--- config.mk ---
export PLATFORM = sky130hd
export DESIGN_NAME = life_row_engine
export DESIGN_NICKNAME = d
export VERILOG_FILES = /design/src/rtl/life_pkg.sv /design/src/rtl/life_cell_rule.sv /design/src/rtl/life_row_engine.sv
export SDC_FILE = /design/constraint.sdc
export NUM_CORES = 1
export LEC_CHECK = 0
export ABC_AREA = 1
export BUFFER_PORTS_ARGS = -buffer_cell sky130_fd_sc_hd__buf_4
export CORE_UTILIZATION = 62
export DETAILED_ROUTE_END_ITERATION = 12
export MAX_ROUTING_LAYER = met4
export PLACE_DENSITY = 0.9
export SYNTH_ARGS = -nofsm -noshare
export SYNTH_HDL_FRONTEND = slang
export SYNTH_SLANG_ARGS = --single-unit
--- constraint.sdc ---
create_clock -name clk -period 5.64 [get_ports clk]
set_input_delay 1.41 -clock clk [delete_from_list [all_inputs] [get_ports clk]]
set_output_delay 1.41 -clock clk [all_outputs]
set_load 0.01 [all_outputs]
--- src/rtl/life_pkg.sv ---
// rtl/life_pkg.sv - shared types and default rule masks for the Game-of-Life row engine
package life_pkg;

  localparam logic [8:0] RULE_B3S23_BIRTH   = 9'b000001000;
  localparam logic [8:0] RULE_B3S23_SURVIVE = 9'b000001100;

  typedef enum logic [1:0] {
    IDLE,
    RUN,
    FLUSH
  } state_e;

endpackage

--- src/rtl/life_cell_rule.sv ---
// rtl/life_cell_rule.sv - next state of one cell from its 8 neighbours and the active rule masks
module life_cell_rule
  import life_pkg::*;
(
  input  logic [7:0] nbr_i,
  input  logic       self_i,
  input  logic [8:0] birth_mask_i,
  input  logic [8:0] survive_mask_i,
  output logic       next_o
);

  logic [3:0] live_cnt;

  always_comb begin
    live_cnt = '0;
    for (int k = 0; k < 8; k++) begin
      live_cnt = live_cnt + {3'b000, nbr_i[k]};
    end
  end

  assign next_o = self_i ? survive_mask_i[live_cnt] : birth_mask_i[live_cnt];

endmodule

--- src/rtl/life_row_engine.sv ---
// rtl/life_row_engine.sv - streaming one-generation Game-of-Life engine, one row per handshake
module life_row_engine
  import life_pkg::*;
#(
  parameter int WIDTH = 16,
  parameter bit WRAP  = 1'b0,
  parameter int GEN_W = 16
) (
  input  logic             clk,
  input  logic             rst_n,
  input  logic             in_valid,
  output logic             in_ready,
  input  logic [WIDTH-1:0] in_row,
  input  logic             in_sof,
  input  logic             in_eof,
  input  logic [8:0]       birth_mask,
  input  logic [8:0]       survive_mask,
  output logic             out_valid,
  input  logic             out_ready,
  output logic [WIDTH-1:0] out_row,
  output logic             out_last,
  output logic             frame_err,
  output logic [GEN_W-1:0] gen_count
);

  state_e           state_q, state_d;
  logic [WIDTH-1:0] prev_q, prev_d, cur_q, cur_d;
  logic [8:0]       birth_q, birth_d, surv_q, surv_d;
  logic             out_valid_q, out_valid_d, out_last_q, out_last_d;
  logic [WIDTH-1:0] out_row_q, out_row_d;
  logic             frame_err_q, frame_err_d;
  logic [GEN_W-1:0] gen_q, gen_d;

  logic             slot_free, accept;
  logic [WIDTH-1:0] below_row, next_row;
  logic [WIDTH+1:0] ext_a, ext_m, ext_b;

  assign slot_free = !out_valid_q || out_ready;
  assign accept    = in_valid && in_ready;
  // While flushing, the row below the last row is the dead vertical edge.
  assign below_row = (state_q == RUN) ? in_row : '0;

  // Rows padded by one cell each side; padding is the opposite edge when wrapping.
  assign ext_a = {WRAP ? prev_q[0] : 1'b0, prev_q, WRAP ? prev_q[WIDTH-1] : 1'b0};
  assign ext_m = {WRAP ? cur_q[0] : 1'b0, cur_q, WRAP ? cur_q[WIDTH-1] : 1'b0};
  assign ext_b = {WRAP ? below_row[0] : 1'b0, below_row, WRAP ? below_row[WIDTH-1] : 1'b0};

  for (genvar i = 0; i < WIDTH; i++) begin : g_cell
    life_cell_rule u_cell (
      .nbr_i          ({ext_a[i], ext_a[i+1], ext_a[i+2], ext_m[i], ext_m[i+2],
                        ext_b[i], ext_b[i+1], ext_b[i+2]}),
      .self_i         (cur_q[i]),
      .birth_mask_i   (birth_q),
      .survive_mask_i (surv_q),
      .next_o         (next_row[i])
    );
  end

  always_comb begin
    case (state_q)
      IDLE:    in_ready = 1'b1;
      RUN:     in_ready = slot_free;
      default: in_ready = 1'b0;
    endcase
  end

  always_comb begin
    state_d     = state_q;
    prev_d      = prev_q;
    cur_d       = cur_q;
    birth_d     = birth_q;
    surv_d      = surv_q;
    out_valid_d = out_valid_q && !out_ready;
    out_row_d   = out_row_q;
    out_last_d  = out_last_q;
    frame_err_d = 1'b0;
    gen_d       = gen_q;
    if (out_valid_q && out_ready && out_last_q) begin
      gen_d = gen_q + GEN_W'(1);
    end
    case (state_q)
      IDLE: begin
        if (accept) begin
          if (in_sof) begin
            prev_d  = '0;
            cur_d   = in_row;
            birth_d = birth_mask;
            surv_d  = survive_mask;
            state_d = in_eof ? FLUSH : RUN;
          end else begin
            frame_err_d = 1'b1;
          end
        end
      end
      RUN: begin
        if (accept) begin
          out_valid_d = 1'b1;
          out_row_d   = next_row;
          out_last_d  = 1'b0;
          prev_d      = cur_q;
          cur_d       = in_row;
          frame_err_d = in_sof;
          if (in_eof) begin
            state_d = FLUSH;
          end
        end
      end
      FLUSH: begin
        if (slot_free) begin
          out_valid_d = 1'b1;
          out_row_d   = next_row;
          out_last_d  = 1'b1;
          state_d     = IDLE;
        end
      end
      default: state_d = IDLE;
    endcase
  end

  always_ff @(posedge clk) begin
    if (!rst_n) begin
      state_q     <= IDLE;
      prev_q      <= '0;
      cur_q       <= '0;
      birth_q     <= RULE_B3S23_BIRTH;
      surv_q      <= RULE_B3S23_SURVIVE;
      out_valid_q <= 1'b0;
      out_row_q   <= '0;
      out_last_q  <= 1'b0;
      frame_err_q <= 1'b0;
      gen_q       <= '0;
    end else begin
      state_q     <= state_d;
      prev_q      <= prev_d;
      cur_q       <= cur_d;
      birth_q     <= birth_d;
      surv_q      <= surv_d;
      out_valid_q <= out_valid_d;
      out_row_q   <= out_row_d;
      out_last_q  <= out_last_d;
      frame_err_q <= frame_err_d;
      gen_q       <= gen_d;
    end
  end

  assign out_valid = out_valid_q;
  assign out_row   = out_row_q;
  assign out_last  = out_last_q;
  assign frame_err = frame_err_q;
  assign gen_count = gen_q;

endmodule

==> qor.txt, run 1 <==
Setup Fix Bufs, Post-CTS: 0
drt first pass iters: 5
dpl ws: 0.732 ns
final WL: 25.9 mm
clk sink count: 87
Critical Path AT: 4.94 ns
Yosys warning count: 0
Synth async-reset ratio: 0%
CP startpoint: state_q[1]
Core Area: 0.0145 mm2
DR vias: 9791
Hold Path Class: reg2reg
vias in the first global route: 9000
critical path class: reg2reg
run status: finished clean
CTS resizes: 0
FMAX: 215 MHz
DRC Markers: 0
final critical-path share of the clock period: 82.3%
R2R cell count: 20
Total Power: 6.24 mW
Area growth syn-to-layout: 8.84%
Row Count: 44
number of enable flip-flop cells after synthesis: 0
root buf cell: clkbuf_16
GPL Wtd Cong: 0.932
# port buffers: 75
Setup crit end kind: register
die height: 124 um
grt ovf: 0
crit path cell chain: inv_1 > ha_1 > buf_4 > nand2_1 > xnor2_1 > fa_1 > xnor2_1 > inv_1 > ha_1 > inv_1 > fa_1 > inv_1 > fa_1 > inv_1 > nand3_1 > a21oi_1 > nand2_1 > nand2_1 > nand2_1 > a21oi_1
endpoints failing hold: 0
cell count along the critical path: 20
Rel. slew slack: 20.5%
most frequent cells in the layout: nand2_1, nand3_1, inv_1, nor2_1, dfxtp_1
worst-case clock buffer depth: 2
Top Ports: 76
later-pin clock latency in the skew report: 0.37 ns
Seq cells post-synth: 87
initial antenna violation count: 0
htree depth: 3
Top delay family on crit path: adder cells
# Max-Cap Violations: 0
slowest stage cell on the critical path: fa_1
LEAKAGE: 5.14 nW
Tmin final: 4.64 ns
most common cell after layout, fill and taps aside: nand2_1
WP data required: 5.94 ns
crit path max fanout: 14
hold_sp: prev_q[10]
# setup viols final: 0
via-per-instance ratio: 5.71
final setup TNS: 0 ns
Slew @ Worst Pin: 1.19 ns
CTS tree: built
share of layout cells above drive strength 1: 9.60%
mapped cell area: 0.00925 mm2
Mapped Nets: 1635
cell with the most instances on the worst path: inv_1
Die Span X: 124 um
First DRT Iteration DRCs: 798
Worst R2R Start: state_q[1]
initial core utilization: 63.7%
Mapped Cells: 1493
Final Slew Violations: 0
Layout Nets: 1668
worst ir drop on vdd: 362 uV
Hold Path Depth: 2
placed cell area: 0.00977 mm2
most common flop cell mapped by yosys: dfxtp_1
wire per inst: 15.1 um
gr usage total: 36.0%
RSZ-0062 raised after global routing: no
Synth Area per Inst: 6.20 um2
CTS Buf Count: 9
Unique masters post-synth: 34
hold buffers post-CTS: 0
sequential share of the synthesized area: 18.8%
CP startpoint kind: register
first-pass GRT wire length: 41.9 mm
pin count of the biggest net entering global routing: 63
Worst Setup Slack, final: 0.999 ns
Die ar.: 0.0154 mm2
Power per Cell Area: 620 mW/mm2
cell area after layout: 0.0101 mm2
Worst Path Buf+Inv: 6
CP peak stage delay: 0.50 ns
Clock Skew: 0.0145 ns
CTS clock-pin slew for the worst setup and hold paths: 0.07 ns
DRT antenna net count: 0
hpwl dp: 18.3 mm
antenna cells: 0
## sequential cells by signal, summed over array words and instances, names as in the netlist
name,cells
gen_count,16
out_last,1
state_q,2
frame_err,1
prev_q,16
birth_q,9
surv_q,9
out_valid,1
out_row,16
cur_q,16
## per-layer routing
layer | vias up | share of wire (%) | GRT usage, %
li1 | 4757 | - | -
met1 | 4472 | 40 | 43.0
met2 | 480 | 47 | 58.8
met3 | 82 | 9.8 | 6.46
met4 | 0 | 3.0 | 16.7
met5 | - | 0 | -
## synth_stat cells (2+ instances only)
cell type / number / area (um2)
nor2_2: 5 / 31.3
nand3_1: 214 / 1070
a21oi_1: 84 / 420
xnor2_1: 31 / 272
buf_6: 4 / 45.0
nand2_2: 14 / 87.6
fa_1: 50 / 1000
buf_2: 37 / 185
buf_1: 3 / 11.3
clkbuf_1: 11 / 41.3
nor3_1: 2 / 10.0
clkinv_1: 6 / 22.5
inv_2: 5 / 18.8
o21ai_1: 13 / 65.1
nand2_1: 498 / 1870
ha_1: 52 / 651
nand4_1: 3 / 18.8
o211ai_1: 8 / 60.1
inv_1: 206 / 773
a21oi_2: 20 / 175
o21bai_1: 10 / 75.1
dfxtp_1: 87 / 1740
o21ai_0: 31 / 155
nor2_4: 3 / 33.8
nor2_1: 87 / 327
## report_power, final
group	internal (mW)	switching (mW)	total, mW
sequential	0.752	0.158	0.910
clock	0.315	0.314	0.628
combinational	1.67	3.03	4.70
## worst paths after layout
path | to | slack [ns]
max reg2reg | out_row[12] | 1.0
max | out_row[12] | 1.0
min reg2reg | prev_q[10] | 0.46
min | prev_q[10] | 0.46
## worst reg2reg max path, cell delays in order (launching register included)
cell,delay [ns]
dfxtp_1,0.34
inv_1,0.08
ha_1,0.40
buf_4,0.34
nand2_1,0.27
xnor2_1,0.29
fa_1,0.49
xnor2_1,0.17
inv_1,0.06
ha_1,0.27
inv_1,0.04
fa_1,0.35
inv_1,0.09
fa_1,0.50
inv_1,0.21
nand3_1,0.13
a21oi_1,0.22
nand2_1,0.08
nand2_1,0.07
nand2_1,0.06
a21oi_1,0.11
## layout make-up
type / instances / area (um2)
Fill cell: 1285 / 4460
Sequential cell: 87 / 1740
Inverter: 217 / 815
Clock buffer: 9 / 225
Tap cell: 184 / 230
Timing Repair Buffer: 79 / 593
Multi-Input combinational cell: 1132 / 6390
Clock inverter: 7 / 75.1
## stage by stage
stage / util [%] / hold slack [ns] / instances
floorplan: - / 0.440 / 1493
global placement: 67.2 / 0.449 / 1699
detailed placement: 67.2 / 0.454 / 1699
CTS: 69.3 / 0.465 / 1715
global route: 69.3 / 0.486 / 1715
finish: 69.3 / 0.462 / 1715
## cell families after synthesis
group           after synthesis  synth area share [%]
compound gates              169                  10.6
flops                        87                  18.8
xor+xnor                     32                  3.03
buf+inv                     274                  12.1
fa+ha+maj                   102                  17.8
simple gates                829                  37.6
No activity file was read; power rests on OpenSTA's default activity.
==> run 2: changes to the inputs <==
==> constraint.sdc (replaced) <==
create_clock -name clk -period 4.7 [get_ports clk]
set_input_delay 1.175 -clock clk [delete_from_list [all_inputs] [get_ports clk]]
set_output_delay 1.175 -clock clk [all_outputs]
set_load 0.01 [all_outputs]
==> qor.txt, run 2 (synthesis gave the netlist of run 1 again) <==
run status: finished clean
endpoints failing hold: 0
crit path cell chain: buf_4 > nand2_1 > inv_1 > ha_1 > inv_1 > fa_1 > fa_1 > fa_1 > inv_1 > fa_1 > inv_1 > nand3_1 > a21oi_1 > nand2_1 > nand2_1 > nand2_1 > a21oi_1
DRC Markers: 0
final WL: 26.5 mm
Worst Setup Slack, final: 0.389 ns
gr usage total: 37.0%
Area growth syn-to-layout: 10.4%
initial core utilization: 63.7%
pin count of the biggest net entering global routing: 62
first-pass GRT wire length: 42.9 mm
Power per Cell Area: 757 mW/mm2
most frequent cells in the layout: nand2_1, nand3_1, inv_1, buf_4
Slew @ Worst Pin: 0.912 ns
drt first pass iters: 8
Worst R2R Start: state_q[1]
WHS Endpoint: prev_q[11]
Rel. slew slack: 39.0%
critical path class: in2reg
clk sink count: 87
hpwl dp: 18.7 mm
reg2reg end: out_row[14]
crit path max fanout: 6
hold_sp: prev_q[11]
LEAKAGE: 5.22 nW
root buf cell: clkbuf_16
FMAX: 232 MHz
worst-case clock buffer depth: 2
DRT antenna net count: 0
Worst Path Buf+Inv: 5
Setup crit end kind: register
Core Area: 0.0145 mm2
die height: 124 um
Final Slew Violations: 0
worst ir drop on vdd: 438 uV
antenna cells: 0
Placed Cells: 1717
final critical-path share of the clock period: 91.7%
CTS tree: built
CP peak stage delay: 0.52 ns
Layout Nets: 1686
R2R cell count: 22
hold buffers post-CTS: 0
dpl ws: 0.0827 ns
# port buffers: 75
Row Count: 44
Top delay family on crit path: adder cells
First DRT Iteration DRCs: 950
vias in the first global route: 9034
Logic pwr share: 75.9%
CP startpoint: in_row[2]
Critical Path AT: 4.61 ns
Hold Path Depth: 2
Tmin final: 4.31 ns
Die Span X: 124 um
via-per-instance ratio: 5.73
WP data required: 5.00 ns
initial antenna violation count: 0
Seq pwr share: 14.1%
GPL Wtd Cong: 0.944
setup slack, reg-to-reg: 0.41 ns
Setup Fix Bufs, Post-CTS: 0
Die ar.: 0.0154 mm2
wire per inst: 15.3 um
CTS Buf Count: 9
DR vias: 9937
later-pin clock latency in the skew report: 0.37 ns
# setup viols final: 0
grt ovf: 0
htree depth: 3
Net Switching: 4.23 mW
cell count along the critical path: 17
most common cell after layout, fill and taps aside: nand2_1
Total Power: 7.73 mW
Layout Cells excl Fill: 1733
sw frac: 54.8%
Top Ports: 76
CP startpoint kind: input port
final setup TNS: 0 ns
# Max-Cap Violations: 0
CTS resizes: 0
total internal power: 3.50 mW
share of layout cells above drive strength 1: 10.7%
clock power share: 10.0%
CTS clock-pin slew for the worst setup and hold paths: 0.08 ns
Hold Path Class: reg2reg
RSZ-0062 raised after global routing: no
slowest stage cell on the critical path: fa_1
Clock Skew: 0.0123 ns
run 2: cell types whose count changed in the layout (fill, tap and decap cells not counted), sizes merged:
cell and delta:
buf +18, bufinv +1, clkinv -1, clkinvlp +1
inv -1
run 2: final cells by class:
class | count | area [um2]
Multi-Input combinational cell | 1132 | 6390
Fill cell | 1248 | 4320
Sequential cell | 87 | 1740
Inverter | 217 | 815
Timing Repair Buffer | 97 | 728
Tap cell | 184 | 230
Clock buffer | 9 | 225
Clock inverter | 7 | 80.1
run 2: worst max path at each step:
stage / end / slack [ns]
floorplan: out_row[1] / 0.39
global placement: out_row[1] / 0.16
detailed placement: out_row[14] / 0.08
CTS: out_row[1] / 0.42
global route: out_row[14] / 0.12
finish: out_row[1] / 0.39
run 2: worst register-to-register path, cell delays in order (launching register included):
cell and delay, ns:
dfxtp_1 0.38, inv_1 0.08, ha_1 0.20, buf_4 0.21, nand2_1 0.10, inv_1 0.06
ha_1 0.28, inv_1 0.08, fa_1 0.58, xnor2_1 0.12, inv_1 0.06, ha_1 0.27
inv_1 0.05, fa_1 0.40, inv_1 0.09, fa_1 0.51, inv_1 0.18, nand3_1 0.09
a21oi_1 0.18, nand2_1 0.07, nand2_1 0.07, nand2_1 0.05, a21oi_1 0.11
run 2: layer usage:
metal / routed length [um] / track usage, % / up-vias
met2: 12100 / 57.5 / 519
met3: 2550 / 7.01 / 108
met4: 1160 / 17.6 / 0
li1: - / - / 4795
met1: 10700 / 46.1 / 4515
met5: 0 / - / -
run 2: through the flow:
step	utilization [%]	hold slack (ns)	instance area (um2)
finish	70.3	0.466	10200
global placement	68.2	0.450	9910
CTS	70.3	0.470	10200
detailed placement	68.2	0.459	9910
floorplan	-	0.440	9250
global route	70.3	0.491	10200
run 2: power groups by stage:
stage / Clock (mW) / Combinational, mW / Sequential (mW)
after detailed placement: 0 / 5.71 / 1.10
after global routing: 0.800 / 6.59 / 1.11
after CTS: 0.772 / 5.77 / 1.08
final: 0.771 / 5.87 / 1.09
after global placement: 0 / 5.50 / 1.09
after floorplan: 0 / 4.47 / 1.05
